==> config.mk <==
export PLATFORM = sky130hd
export DESIGN_NAME = uart_rx_fifo
export DESIGN_NICKNAME = d
export VERILOG_FILES = /design/src/rtl/uart_rx_fifo.sv
export SDC_FILE = /design/constraint.sdc
export NUM_CORES = 1
export LEC_CHECK = 0
export BUFFER_PORTS_ARGS = -buffer_cell sky130_fd_sc_hd__buf_2
export CORE_MARGIN = 1
export CORE_UTILIZATION = 65
export DETAILED_ROUTE_END_ITERATION = 16
export MAX_ROUTING_LAYER = met4
export PLACE_DENSITY = 0.81
export SETUP_SLACK_MARGIN = 0.5
export SLEW_MARGIN = 10
export SYNTH_ARGS = -nofsm -noshare
export SYNTH_HDL_FRONTEND = slang
export SYNTH_SLANG_ARGS = --single-unit
==> constraint.sdc <==
create_clock -name clk -period 8.4 [get_ports clk]
set_input_delay 0.84 -clock clk [delete_from_list [all_inputs] [get_ports clk]]
set_output_delay 0.84 -clock clk [all_outputs]
set_load 0.005 [all_outputs]
==> src/rtl/uart_rx_fifo.sv <==
// UART 8N1 receiver with mid-bit sampling feeding a first-word-fall-through byte FIFO.
// Framing and overrun conditions are held in sticky flags until cleared.
module uart_rx_fifo #(
   parameter int unsigned CLKS_PER_BIT = 868,
   parameter int unsigned FIFO_DEPTH   = 8
) (
   input  logic                          clk,
   input  logic                          reset,
   input  logic                          rx_in,
   input  logic                          rd_en,
   input  logic                          clr_err,
   output logic [7:0]                    rd_data,
   output logic                          rx_valid,
   output logic [$clog2(FIFO_DEPTH):0]   fifo_count,
   output logic                          frame_err,
   output logic                          overrun
);

   localparam int unsigned CntW  = $clog2(CLKS_PER_BIT);
   localparam int unsigned AddrW = $clog2(FIFO_DEPTH);
   localparam logic [CntW-1:0] HalfCnt = CntW'((CLKS_PER_BIT - 1) / 2);
   localparam logic [CntW-1:0] LastCnt = CntW'(CLKS_PER_BIT - 1);
   localparam logic [AddrW:0]  FullCnt = (AddrW + 1)'(FIFO_DEPTH);

   typedef enum logic [2:0] {StIdle, StStart, StData, StStop, StBreak} state_e;

   logic             rx_meta_q, rx_meta_d;
   logic             rx_s_q, rx_s_d;
   state_e           state_q, state_d;
   logic [CntW-1:0]  clk_cnt_q, clk_cnt_d;
   logic [2:0]       bit_idx_q, bit_idx_d;
   logic [7:0]       shift_q, shift_d;
   logic [7:0]       mem_q [FIFO_DEPTH];
   logic [7:0]       mem_d [FIFO_DEPTH];
   logic [AddrW-1:0] wr_ptr_q, wr_ptr_d;
   logic [AddrW-1:0] rd_ptr_q, rd_ptr_d;
   logic [AddrW:0]   count_q, count_d;
   logic             frame_err_q, frame_err_d;
   logic             overrun_q, overrun_d;

   logic push, frame_set, pop_ok, push_ok, full, ovr_set;

   assign rx_meta_d = rx_in;
   assign rx_s_d    = rx_meta_q;

   always_comb begin
      state_d   = state_q;
      clk_cnt_d = clk_cnt_q;
      bit_idx_d = bit_idx_q;
      shift_d   = shift_q;
      push      = 1'b0;
      frame_set = 1'b0;
      case (state_q)
         StIdle: begin
            if (!rx_s_q) begin
               state_d   = StStart;
               clk_cnt_d = '0;
            end
         end
         StStart: begin
            if (clk_cnt_q == HalfCnt) begin
               clk_cnt_d = '0;
               bit_idx_d = '0;
               state_d   = rx_s_q ? StIdle : StData;
            end else begin
               clk_cnt_d = clk_cnt_q + CntW'(1);
            end
         end
         StData: begin
            if (clk_cnt_q == LastCnt) begin
               shift_d[bit_idx_q] = rx_s_q;
               clk_cnt_d          = '0;
               bit_idx_d          = bit_idx_q + 3'd1;
               if (bit_idx_q == 3'd7) state_d = StStop;
            end else begin
               clk_cnt_d = clk_cnt_q + CntW'(1);
            end
         end
         StStop: begin
            if (clk_cnt_q == LastCnt) begin
               clk_cnt_d = '0;
               if (rx_s_q) begin
                  push    = 1'b1;
                  state_d = StIdle;
               end else begin
                  frame_set = 1'b1;
                  state_d   = StBreak;
               end
            end else begin
               clk_cnt_d = clk_cnt_q + CntW'(1);
            end
         end
         // Hold here until the line returns high so a stuck-low line cannot retrigger.
         StBreak: begin
            if (rx_s_q) state_d = StIdle;
         end
         default: state_d = StIdle;
      endcase
   end

   always_comb begin
      full     = (count_q == FullCnt);
      pop_ok   = rd_en && (count_q != '0);
      push_ok  = push && (!full || pop_ok);
      ovr_set  = push && full && !pop_ok;
      mem_d    = mem_q;
      wr_ptr_d = wr_ptr_q;
      rd_ptr_d = rd_ptr_q;
      count_d  = count_q;
      if (push_ok) begin
         mem_d[wr_ptr_q] = shift_q;
         wr_ptr_d        = wr_ptr_q + AddrW'(1);
      end
      if (pop_ok) rd_ptr_d = rd_ptr_q + AddrW'(1);
      case ({push_ok, pop_ok})
         2'b10:   count_d = count_q + (AddrW + 1)'(1);
         2'b01:   count_d = count_q - (AddrW + 1)'(1);
         default: count_d = count_q;
      endcase
      // A set event in the same cycle as a clear takes precedence.
      frame_err_d = (frame_err_q & ~clr_err) | frame_set;
      overrun_d   = (overrun_q & ~clr_err) | ovr_set;
   end

   always_ff @(posedge clk) begin
      if (reset) begin
         rx_meta_q   <= 1'b1;
         rx_s_q      <= 1'b1;
         state_q     <= StIdle;
         clk_cnt_q   <= '0;
         bit_idx_q   <= '0;
         shift_q     <= '0;
         mem_q       <= '{default: '0};
         wr_ptr_q    <= '0;
         rd_ptr_q    <= '0;
         count_q     <= '0;
         frame_err_q <= 1'b0;
         overrun_q   <= 1'b0;
      end else begin
         rx_meta_q   <= rx_meta_d;
         rx_s_q      <= rx_s_d;
         state_q     <= state_d;
         clk_cnt_q   <= clk_cnt_d;
         bit_idx_q   <= bit_idx_d;
         shift_q     <= shift_d;
         mem_q       <= mem_d;
         wr_ptr_q    <= wr_ptr_d;
         rd_ptr_q    <= rd_ptr_d;
         count_q     <= count_d;
         frame_err_q <= frame_err_d;
         overrun_q   <= overrun_d;
      end
   end

   assign rx_valid   = (count_q != '0);
   assign rd_data    = rx_valid ? mem_q[rd_ptr_q] : 8'h00;
   assign fifo_count = count_q;
   assign frame_err  = frame_err_q;
   assign overrun    = overrun_q;

endmodule

==> metrics, run 1 <==
RR Endpoint fifo_count[2]$_SDFFE_PP0P_; P_leak 2.03 nW; Max-Slew Margin vs Limit 35.2%; CP Max Fanout 18; CP max stage delay 0.94 ns; DP Area 0.00494 mm²; Ant. Diodes 0; drt wl/cell 15.5 µm; Tmin final 3.19 ns; Setup Skew 0.0114 ns; HPWL after DPL 6270 µm; gpl congestion 0.842; drt pass-1 iters 4; Routed met1 length 4100 µm; CP Class reg2out; Syn Nets 508; R2R Setup Slk 5.27 ns; Total GRT Usage 26.0%; mapped cell area 0.00486 mm²; area grow syn2layout 5.82%; Root Buffer clkbuf_8; slowest CP cell dfxtp_1; largest cells by area after synthesis dfxtp_1 42%, mux2i_1 17%, mux4_2 7.4%; FF-to-FF Start clk_cnt_q[0]$_SDFFE_PP0P_; Worst Setup SP rd_ptr_q[1]$_SDFFE_PP0P_; Avg Cell Area, Syn 9.84 µm²; DRT iter0 DRCs 158; via/cell ratio 5.83; TritonCTS buffer count 9; EDFF count, synth 0; Seq/Total Area, Yosys 42.0%; Pwr per Cell Area 159 mW/mm²; post-synthesis register bit count 102; worst vdd ir 0.0851 mV; library cells used by synthesis 50; Critical path destination rd_data[6]; Synth Instances 494; met2 WL post-DR 4660 µm; Die Area 0.00783 mm²; fin util 70.9%; Hold-fix buffers, CTS 0; final setup violation count 0; most frequent cells in the layout 102 x dfxtp_1, 95 x nor2_1, 81 x mux2i_1; final cell area excluding filler cells 0.00514 mm²; data arrival time of the worst path 2.35 ns; CTS H-tree depth 3; Worst-Margin Slew 0.973 ns; final hold violations 0; RSZ-0062 raised after global routing no; status completed; CTS Sinks 102; Die Ht 88.5 µm; Ys Warns 0; Routed Wire Length 9220 µm; worst path required time 7.56 ns; Initial Util 67.0%; clock latency at the later pin of the worst-skew pair 0.36 ns; clk buf depth 2; Worst Reg-to-Reg Cells 12; fraction of registers with async set/reset 0%; Die Wd 88.5 µm; Critical Path End Type primary output; via count 3462; MaxCap Viol Count 0; clock slew at reported path FFs 0.10 ns; Setup TNS Final 0 ns; Worst Hold Class reg2reg; Critical Path, Cell by Cell mux4_2, mux2i_1, nor2_1, buf_2; count of boundary I/O pins 20; highest metal used met4; PortBufs 19; first-pass GRT wire length 15000 µm; FILL cells 546; Setup crit start kind flip-flop; Rows 31; Synth area leader dfxtp_1; initial antenna violation count 0; fin. max-slew vios 0; overall power 0.000816 W; post_cts resized 0; # nets final 504; largest net degree at the start of global routing 101; antenna-violating nets left 0; share of the synthesized area in the top cell type 42.0%; commonest non-fill, non-tap cell in the layout dfxtp_1; # Post-CTS Setup Buffers 0; f_max 314 MHz; layout cells sized above 1 13.5%; routed wl met3 385 µm; vias in the first global route 3130; Core Area 0.00725 mm²; most used flip-flop cell after synthesis dfxtp_1; gr ovfl total 0; drt drc 0; Tcrit/Tclk final 37.9%; CTS tree yes
-- registers in the layout, indices dropped and copies added, names as in the netlist --
signal and cells:
mem_q 64, clk_cnt_q 10, shift_q 8, fifo_count 4, bit_idx_q 3, rd_ptr_q 3
state_q 3, wr_ptr_q 3, frame_err 1, overrun 1, rx_meta_q 1, rx_s_q 1
-- synth_stat cells (2+ instances only) --
cell,count
nand3b_1,3
nand4_2,3
ha_1,9
buf_2,7
nor4_4,2
xnor2_1,7
o21ai_1,2
a21oi_1,11
and3_1,3
or4_1,3
nor2b_1,6
and4_1,4
nor3_1,10
dfxtp_1,102
nor4_1,2
buf_4,4
mux4_2,16
mux2i_1,81
nand2b_1,6
nand3_1,6
nand4_1,7
inv_1,9
o21ai_0,17
o31ai_1,2
nor2_1,95
nor3b_1,3
xor2_1,5
nand4bb_1,2
clkbuf_1,24
or2_2,4
or3_1,4
nand2_1,17
-- worst min path at each step --
stage | start | end | depth (start not counted)
final | rx_meta_q$_SDFF_PP1_ | rx_s_q$_SDFF_PP1_ | 1
after global routing | rx_meta_q$_SDFF_PP1_ | rx_s_q$_SDFF_PP1_ | 1
after CTS | rx_meta_q$_SDFF_PP1_ | rx_s_q$_SDFF_PP1_ | 1
after detailed placement | rx_meta_q$_SDFF_PP1_ | rx_s_q$_SDFF_PP1_ | 1
after global placement | rx_meta_q$_SDFF_PP1_ | rx_s_q$_SDFF_PP1_ | 1
after floorplan | rx_meta_q$_SDFF_PP1_ | rx_s_q$_SDFF_PP1_ | 1
-- metrics by stage --
stage | setup slack (ns) | hold slack, ns | std cells
detailed placement | 5.09 | 0.392 | 578
global route | 5.00 | 0.435 | 594
finish | 5.21 | 0.416 | 594
floorplan | 5.47 | 0.389 | 494
CTS | 5.21 | 0.416 | 594
global placement | 5.27 | 0.394 | 578
-- critical path, delay by kind of cell, from the launching register on --
| family | cells | cell delay (ns) |
|---|---|---|
| buffers and inverters | 1 | 0.13 |
| multiplexers | 2 | 0.85 |
| AND/OR/NAND/NOR | 1 | 0.06 |
| flip-flops | 1 | 0.94 |
-- routing by layer --
metal / vias to the layer above / GRT usage, %
met1: 1668 / 32.7
met2: 66 / 42.8
met3: 9 / 5.78
met5: - / -
met4: 0 / 6.30
li1: 1719 / -
-- cell type report --
cell class / instances / area [µm²] / area share, %
multi-input cells: 347 / 2630 / 51.1
flip-flops and latches: 102 / 2040 / 39.7
clock buffers: 10 / 138 / 2.68
well taps: 99 / 124 / 2.41
repair buffers: 21 / 110 / 2.14
clock inverters: 6 / 70.1 / 1.36
inverters: 9 / 33.8 / 0.657
-- report_power, final --
part	internal, W	switching, W
clock network	0.000148	0.000167
logic	0.00000364	0.0000120
registers	0.000484	0.00000189
-- cells by family after synthesis --
kind of cell / synth area share, %
fa+ha+maj: 2.32
flops: 42.0
xor+xnor: 2.16
mux: 24.1
simple gates: 20.7
buf+inv: 3.96
compound gates: 4.74
No activity file was read; power rests on OpenSTA's default activity.
==> inputs of run 2 (changes only) <==
--- a/config.mk
+++ b/config.mk
@@ -5,12 +5,13 @@
 export SDC_FILE = /design/constraint.sdc
 export NUM_CORES = 1
 export LEC_CHECK = 0
+export ABC_AREA = 1
 export BUFFER_PORTS_ARGS = -buffer_cell sky130_fd_sc_hd__buf_2
 export CORE_MARGIN = 1
-export CORE_UTILIZATION = 65
+export CORE_UTILIZATION = 56
 export DETAILED_ROUTE_END_ITERATION = 16
 export MAX_ROUTING_LAYER = met4
-export PLACE_DENSITY = 0.81
+export PLACE_DENSITY = 0.74
 export SETUP_SLACK_MARGIN = 0.5
 export SLEW_MARGIN = 10
 export SYNTH_ARGS = -nofsm -noshare
==> constraint.sdc (replaced) <==
create_clock -name clk -period 2.6 [get_ports clk]
set_input_delay 0.26 -clock clk [delete_from_list [all_inputs] [get_ports clk]]
set_output_delay 0.26 -clock clk [all_outputs]
set_load 0.005 [all_outputs]
==> metrics, run 2 <==
PortBufs 19 (unchanged); mapped cell area 0.00581 mm² (+20%); Die Ht 104 µm (+17%); worst vdd ir 0.573 mV (+570%); Avg Cell Area, Syn 6.51 µm² (-34%); drt wl/cell 14.3 µm (-7.9%); Core Area 0.00991 mm² (+37%); FILL cells 903 (+65%); vias in the first global route 5033 (+61%); drt pass-1 iters 5 (+1); MaxCap Viol Count 0 (unchanged); Final Worst Setup Slack 0.518 ns (-4.69 ns); max reg flops 64 (unchanged); Initial Util 58.7% (-8.4 points); Routed Wire Length 14900 µm (+62%); Tcrit/Tclk final 80.1%; Total GRT Usage 28.5% (+2.5 points); Crit path max-delay family flip-flops; Setup Skew 0.0113 ns (-0.000115 ns); Ys Warns 0 (unchanged); CP max stage delay 0.56 ns (-0.38 ns); clock latency at the later pin of the worst-skew pair 0.38 ns (+0.02 ns); fin util 64.9% (-6.0 points); commonest non-fill, non-tap cell in the layout nand2_1; fin. max-slew vios 0 (unchanged); antenna-violating nets left 0 (unchanged); Worst Hold Class in2reg; library cells used by synthesis 36 (-28%); Pwr per Cell Area 729 mW/mm² (+360%); count of boundary I/O pins 20 (unchanged); f_max 480 MHz; clk buf depth 2 (unchanged); most used flip-flop cell after synthesis dfxtp_1; Critical Path End Type primary output; Die Wd 104 µm (+17%); share of the synthesized area in the top cell type 35.1% (-6.9 points); drt drc 0 (unchanged); final setup violation count 0 (unchanged); CTS Sinks 102 (unchanged); gr ovfl total 0 (unchanged); most frequent cells in the layout 201 x nand2_1, 163 x inv_1, 96 x dfxtp_1; Synth area leader dfxtp_1; P_leak 2.81 nW (+39%); DP Area 0.00604 mm² (+22%); # nets final 918 (+82%); largest cells by area after synthesis dfxtp_1 35%, nand2_1 13%, inv_1 11%; Rows 36 (+16%); fraction of registers with async set/reset 0% (unchanged); final hold violations 0 (unchanged); Setup crit start kind flip-flop; TritonCTS buffer count 9 (unchanged); Largest Register mem_q; Tmin final 2.08 ns; initial antenna violation count 0 (unchanged); top cells by count, synth 204 x nand2_1, 165 x inv_1, 102 x dfxtp_1, 90 x nor2_1, 70 x nand4_1; Worst-Margin Slew 0.919 ns (-0.0537 ns); Syn Nets 907 (+79%); HPWL after DPL 9690 µm (+55%); CTS tree yes; Inst Count DP 1015 (+76%); data arrival time of the worst path 1.82 ns (-0.53 ns); Critical Path, Cell by Cell clkinv_1, a31oi_1, buf_2; CP Max Fanout 10 (-8); gpl congestion 0.963 (+14%); Ant. Diodes 0 (unchanged); DRT iter0 DRCs 523 (+230%); Root Buffer clkbuf_8; EDFF count, synth 0 (unchanged); Seq/Total Area, Yosys 35.1% (-6.9 points); CTS H-tree depth 3 (unchanged); Die Area 0.0108 mm² (+38%); via/cell ratio 5.39 (-7.5%); count leader, synth nand2_1; largest net degree at the start of global routing 69 (-32%); worst path required time 2.34 ns (-5.22 ns); Setup TNS Final 0 ns (unchanged); Max-Slew Margin vs Limit 38.7% (+3.5 points); Hold-fix buffers, CTS 0 (unchanged); pre-CTS WS 0.496 ns (-4.59 ns); final cell area excluding filler cells 0.00643 mm² (+25%); first-pass GRT wire length 24300 µm (+62%); layout cells sized above 1 12.2% (-1.3 points); CP Class reg2out; via count 5615 (+62%); final cell count without fillers 1042 (+75%); status completed; WP buf/inv 2 (+1); clock slew at reported path FFs 0.10 ns (about the same); post-synthesis register bit count 102 (unchanged); area grow syn2layout 10.6%; Regs by FF count mem_q x64, clk_cnt_q x10, shift_q x8; Synth Instances 893 (+81%); slowest CP cell dfxtp_1; RSZ-0062 raised after global routing yes
[run 2: stage by stage]
stage / hold WS, ns / power (W)
floorplan: 0.364 / 0.00287
global placement: 0.399 / 0.00328
finish: 0.0632 / 0.00469
detailed placement: 0.405 / 0.00335
global route: 0.0471 / 0.00494
CTS: 0.0472 / 0.00463
[run 2: path summary, 6_finish.rpt]
| check | from | to | slack, ns | cells after the start |
|---|---|---|---|---|
| worst min-delay path | rx_in | rx_meta_q$_SDFF_PP1_ | 0.06 | 2 |
| worst max-delay path | rd_ptr_q[2]$_SDFFE_PP0P_ | rd_data[7] | 0.52 | 3 |
| worst max register to register | clk_cnt_q[0]$_SDFFE_PP0P_ | fifo_count[2]$_SDFFE_PP0P_ | 0.60 | 13 |
| worst min register to register | rx_meta_q$_SDFF_PP1_ | rx_s_q$_SDFF_PP1_ | 0.43 | 1 |
[run 2: metal layers]
layer,vias to the layer above,global-route usage [%],routed length [µm]
li1,2842,-,-
met1,2580,36.5,6630
met2,168,45.8,7170
met3,25,4.95,860
met4,0,9.18,254
met5,-,-,0
[run 2: area by class of cell]
| type | count | area, µm² | share of cell area, % |
|---|---|---|---|
| clock inverters | 4 | 75.1 | 1.17 |
| well taps | 133 | 166 | 2.59 |
| repair buffers | 39 | 282 | 4.38 |
| repair inverters | 1 | 5.00 | 0.0778 |
| inverters | 184 | 701 | 10.9 |
| multi-input cells | 567 | 2970 | 46.2 |
| clock buffers | 12 | 176 | 2.74 |
| flip-flops and latches | 102 | 2060 | 32.0 |
[run 2: worst register-to-register path, cell delays in order, from the launching register on]
cell	delay, ns
dfxtp_4	0.39
ha_4	0.16
nand3_4	0.08
nor2_4	0.12
nand2_4	0.08
nor2_8	0.10
nand2_4	0.07
ha_4	0.18
xor2_2	0.15
ha_2	0.18
a21oi_2	0.11
xnor2_1	0.08
o21ai_1	0.15
inv_1	0.06
[run 2: report_power, final]
| group | internal, W | switching [W] | leakage (nW) | total [W] |
|---|---|---|---|---|
| Sequential | 0.00166 | 0.000129 | 0.826 | 0.00178 |
| Clock | 0.000653 | 0.000565 | 0.120 | 0.00122 |
| Combinational | 0.000578 | 0.00111 | 1.87 | 0.00169 |
[run 2: repair_timing]
item                                    CTS  global route
resized for setup                         5            16
pin swaps                                 0             6
buffers inserted                          3             7
endpoints found under the setup margin    9            43
cloned                                    1             0
[run 2: cell families after synthesis]
| family | synth area share [%] |
|---|---|
| xor gates and xnor gates | 0.301 |
| AOI/OAI and AO/OA | 11.5 |
| DFF | 35.1 |
| buffers and inverters | 15.1 |
| and+or+nand+nor | 36.0 |
| adders and majority gates | 1.94 |
==> inputs of run 3 (changes only) <==
==> constraint.sdc (replaced) <==
create_clock -name clk -period 1.77 [get_ports clk]
set_input_delay 0.177 -clock clk [delete_from_list [all_inputs] [get_ports clk]]
set_output_delay 0.177 -clock clk [all_outputs]
set_load 0.005 [all_outputs]
==> metrics, run 3 (synthesized netlist as in run 2, its figures left out) <==
Regs by FF count mem_q x64, clk_cnt_q x10, shift_q x8; Tcrit/Tclk final 112%; worst hold margin 0.0850 ns (+0.0218 ns); first-pass GRT wire length 27400 µm (+13%); f_max 505 MHz; Ant. Diodes 0 (unchanged); via count 6545 (+17%); Root Buffer clkbuf_8; Core Area 0.00991 mm² (unchanged); antenna-violating nets left 0 (unchanged); clock slew at reported path FFs 0.11 ns (about the same); fin util 80.9% (+16 points); Worst Hold Class in2reg; worst path required time 2.06 ns (-0.28 ns); CTS tree yes; initial antenna violation count 0 (unchanged); drt pass-1 iters 7 (+2); Setup crit start kind flip-flop; max reg flops 64 (unchanged); Critical Path End Type flip-flop; Die Area 0.0108 mm² (unchanged); drt wl/cell 17.6 µm (+23%); count of boundary I/O pins 20 (unchanged); final hold violations 0 (unchanged); CP Max Fanout 3 (-7); Tmin final 1.98 ns; DRT iter0 DRCs 618 (+18%); Max-Slew Margin vs Limit 67.3% (+29 points); Worst Setup SP clk_cnt_q[0]$_SDFFE_PP0P_; Clk network pwr share 16.2% (-9.8 points); RSZ-0062 raised after global routing yes; failing checks setup timing; commonest non-fill, non-tap cell in the layout nand2_1; vias in the first global route 5855 (+16%); most frequent cells in the layout 158 x nand2_1, 156 x inv_1, 93 x dfxtp_1; Die Wd 104 µm (unchanged); Worst Reg-to-Reg Cells 13 (unchanged); status finished, violations left; area grow syn2layout 38.0%; final setup violation count 41 (+41); Logic pwr share 54.5% (+19 points); gpl congestion 0.927 (-3.7%); # nets final 991 (+8.0%); via/cell ratio 5.87 (+8.9%); worst vdd ir 0.605 mV (+5.6%); Routed Wire Length 19600 µm (+32%); CP Class reg2reg; internal power 0.00512 W (+77%); Initial Util 58.7% (unchanged); largest net degree at the start of global routing 81 (+17%); Setup TNS Final -2.11 ns (-2.11 ns); clock latency at the later pin of the worst-skew pair 0.39 ns (about the same); hold path depth 4 (+2); fin. max-slew vios 0 (unchanged); Die Ht 104 µm (unchanged); Worst-Margin Slew 0.487 ns (-0.432 ns); FF-to-FF Start clk_cnt_q[0]$_SDFFE_PP0P_; gr ovfl total 0 (unchanged); CTS Sinks 102 (unchanged); Sequential Power Share 29.3% (-8.7 points); DP Area 0.00636 mm² (+5.2%); switch share 42.4% (+4.0 points); HPWL after DPL 9830 µm (+1.4%); Rows 36 (unchanged); TritonCTS buffer count 9 (unchanged); Setup Skew 0.0128 ns (+0.00150 ns); drt drc 0 (unchanged); MaxCap Viol Count 0 (unchanged); clk buf depth 2 (unchanged); Pwr per Cell Area 1110 mW/mm² (+52%); hold wc startpoint clr_err; NetSw 0.00377 W (+110%); Total GRT Usage 32.1% (+3.5 points); CTS H-tree depth 3 (unchanged); pre-CTS WS -0.184 ns (-0.680 ns); P_leak 3.36 nW (+20%); layout cells sized above 1 32.6% (+20 points); final cell area excluding filler cells 0.00802 mm² (+25%); data arrival time of the worst path 2.27 ns (+0.45 ns); FILL cells 589 (-35%); Final Worst Setup Slack -0.212 ns (-0.730 ns); PortBufs 19 (unchanged); Largest Register mem_q
[run 3: layout make-up]
cell class	count	area (µm²)	area share, %
Clock inverter	7	57.6	0.718
Clock buffer	9	124	1.54
Tap cell	133	166	2.07
Sequential cell	102	2060	25.7
Multi-Input combinational cell	567	3640	45.4
Timing Repair Buffer	113	1250	15.6
Inverter	184	723	9.02
[run 3: layer usage]
layer | GRT usage, % | wire length [µm] | vias to the layer above
li1 | - | - | 3011
met1 | 39.4 | 7290 | 3012
met2 | 53.0 | 9500 | 395
met3 | 3.13 | 1690 | 127
met4 | 15.3 | 1150 | 0
met5 | - | 0 | -
[run 3: power by group through the flow]
stage,Sequential [W],Combinational [W],Clock [W]
detailed placement,0.00259,0.00266,0
floorplan,0.00261,0.00167,0
finish,0.00260,0.00485,0.00144
global route,0.00262,0.00507,0.00152
CTS,0.00257,0.00372,0.00143
global placement,0.00259,0.00259,0
[run 3: through the flow]
step,total power (W),cells
2_1_floorplan,0.00428,893
3_3_place_gp,0.00517,1053
3_5_place_dp,0.00526,1053
4_1_cts,0.00771,1088
5_1_grt,0.00921,1115
6_report,0.00888,1115
[run 3: path summary, 6_finish.rpt]
path,to,slack [ns]
setup reg to reg,fifo_count[2]$_SDFFE_PP0P_,-0.21
setup / recovery,fifo_count[2]$_SDFFE_PP0P_,-0.21
hold / removal,overrun$_SDFF_PP0_,0.09
hold reg to reg,rx_s_q$_SDFF_PP1_,0.42
[run 3: critical path, cell delays in order (launching register included)]
cell and delay [ns]:
dfxtp_4 0.37, ha_4 0.14, nand3_4 0.09, nor2_4 0.13, nand2_4 0.09, nor2_8 0.11, nand2_4 0.07, ha_4 0.18
xor2_4 0.16, ha_4 0.16, a21oi_2 0.13, xnor2_1 0.08, o21ai_1 0.11, inv_1 0.04
[run 3: repair_timing]
| action | CTS | global route |
|---|---|---|
| setup buffers | 15 | 18 |
| hold endpoints to repair | 1 | 0 |
| setup endpoints to repair | 107 | 108 |
| gates cloned | 3 | 9 |
| gates resized for setup | 130 | 135 |
| hold buffers | 1 | 0 |
| pin swaps | 32 | 93 |
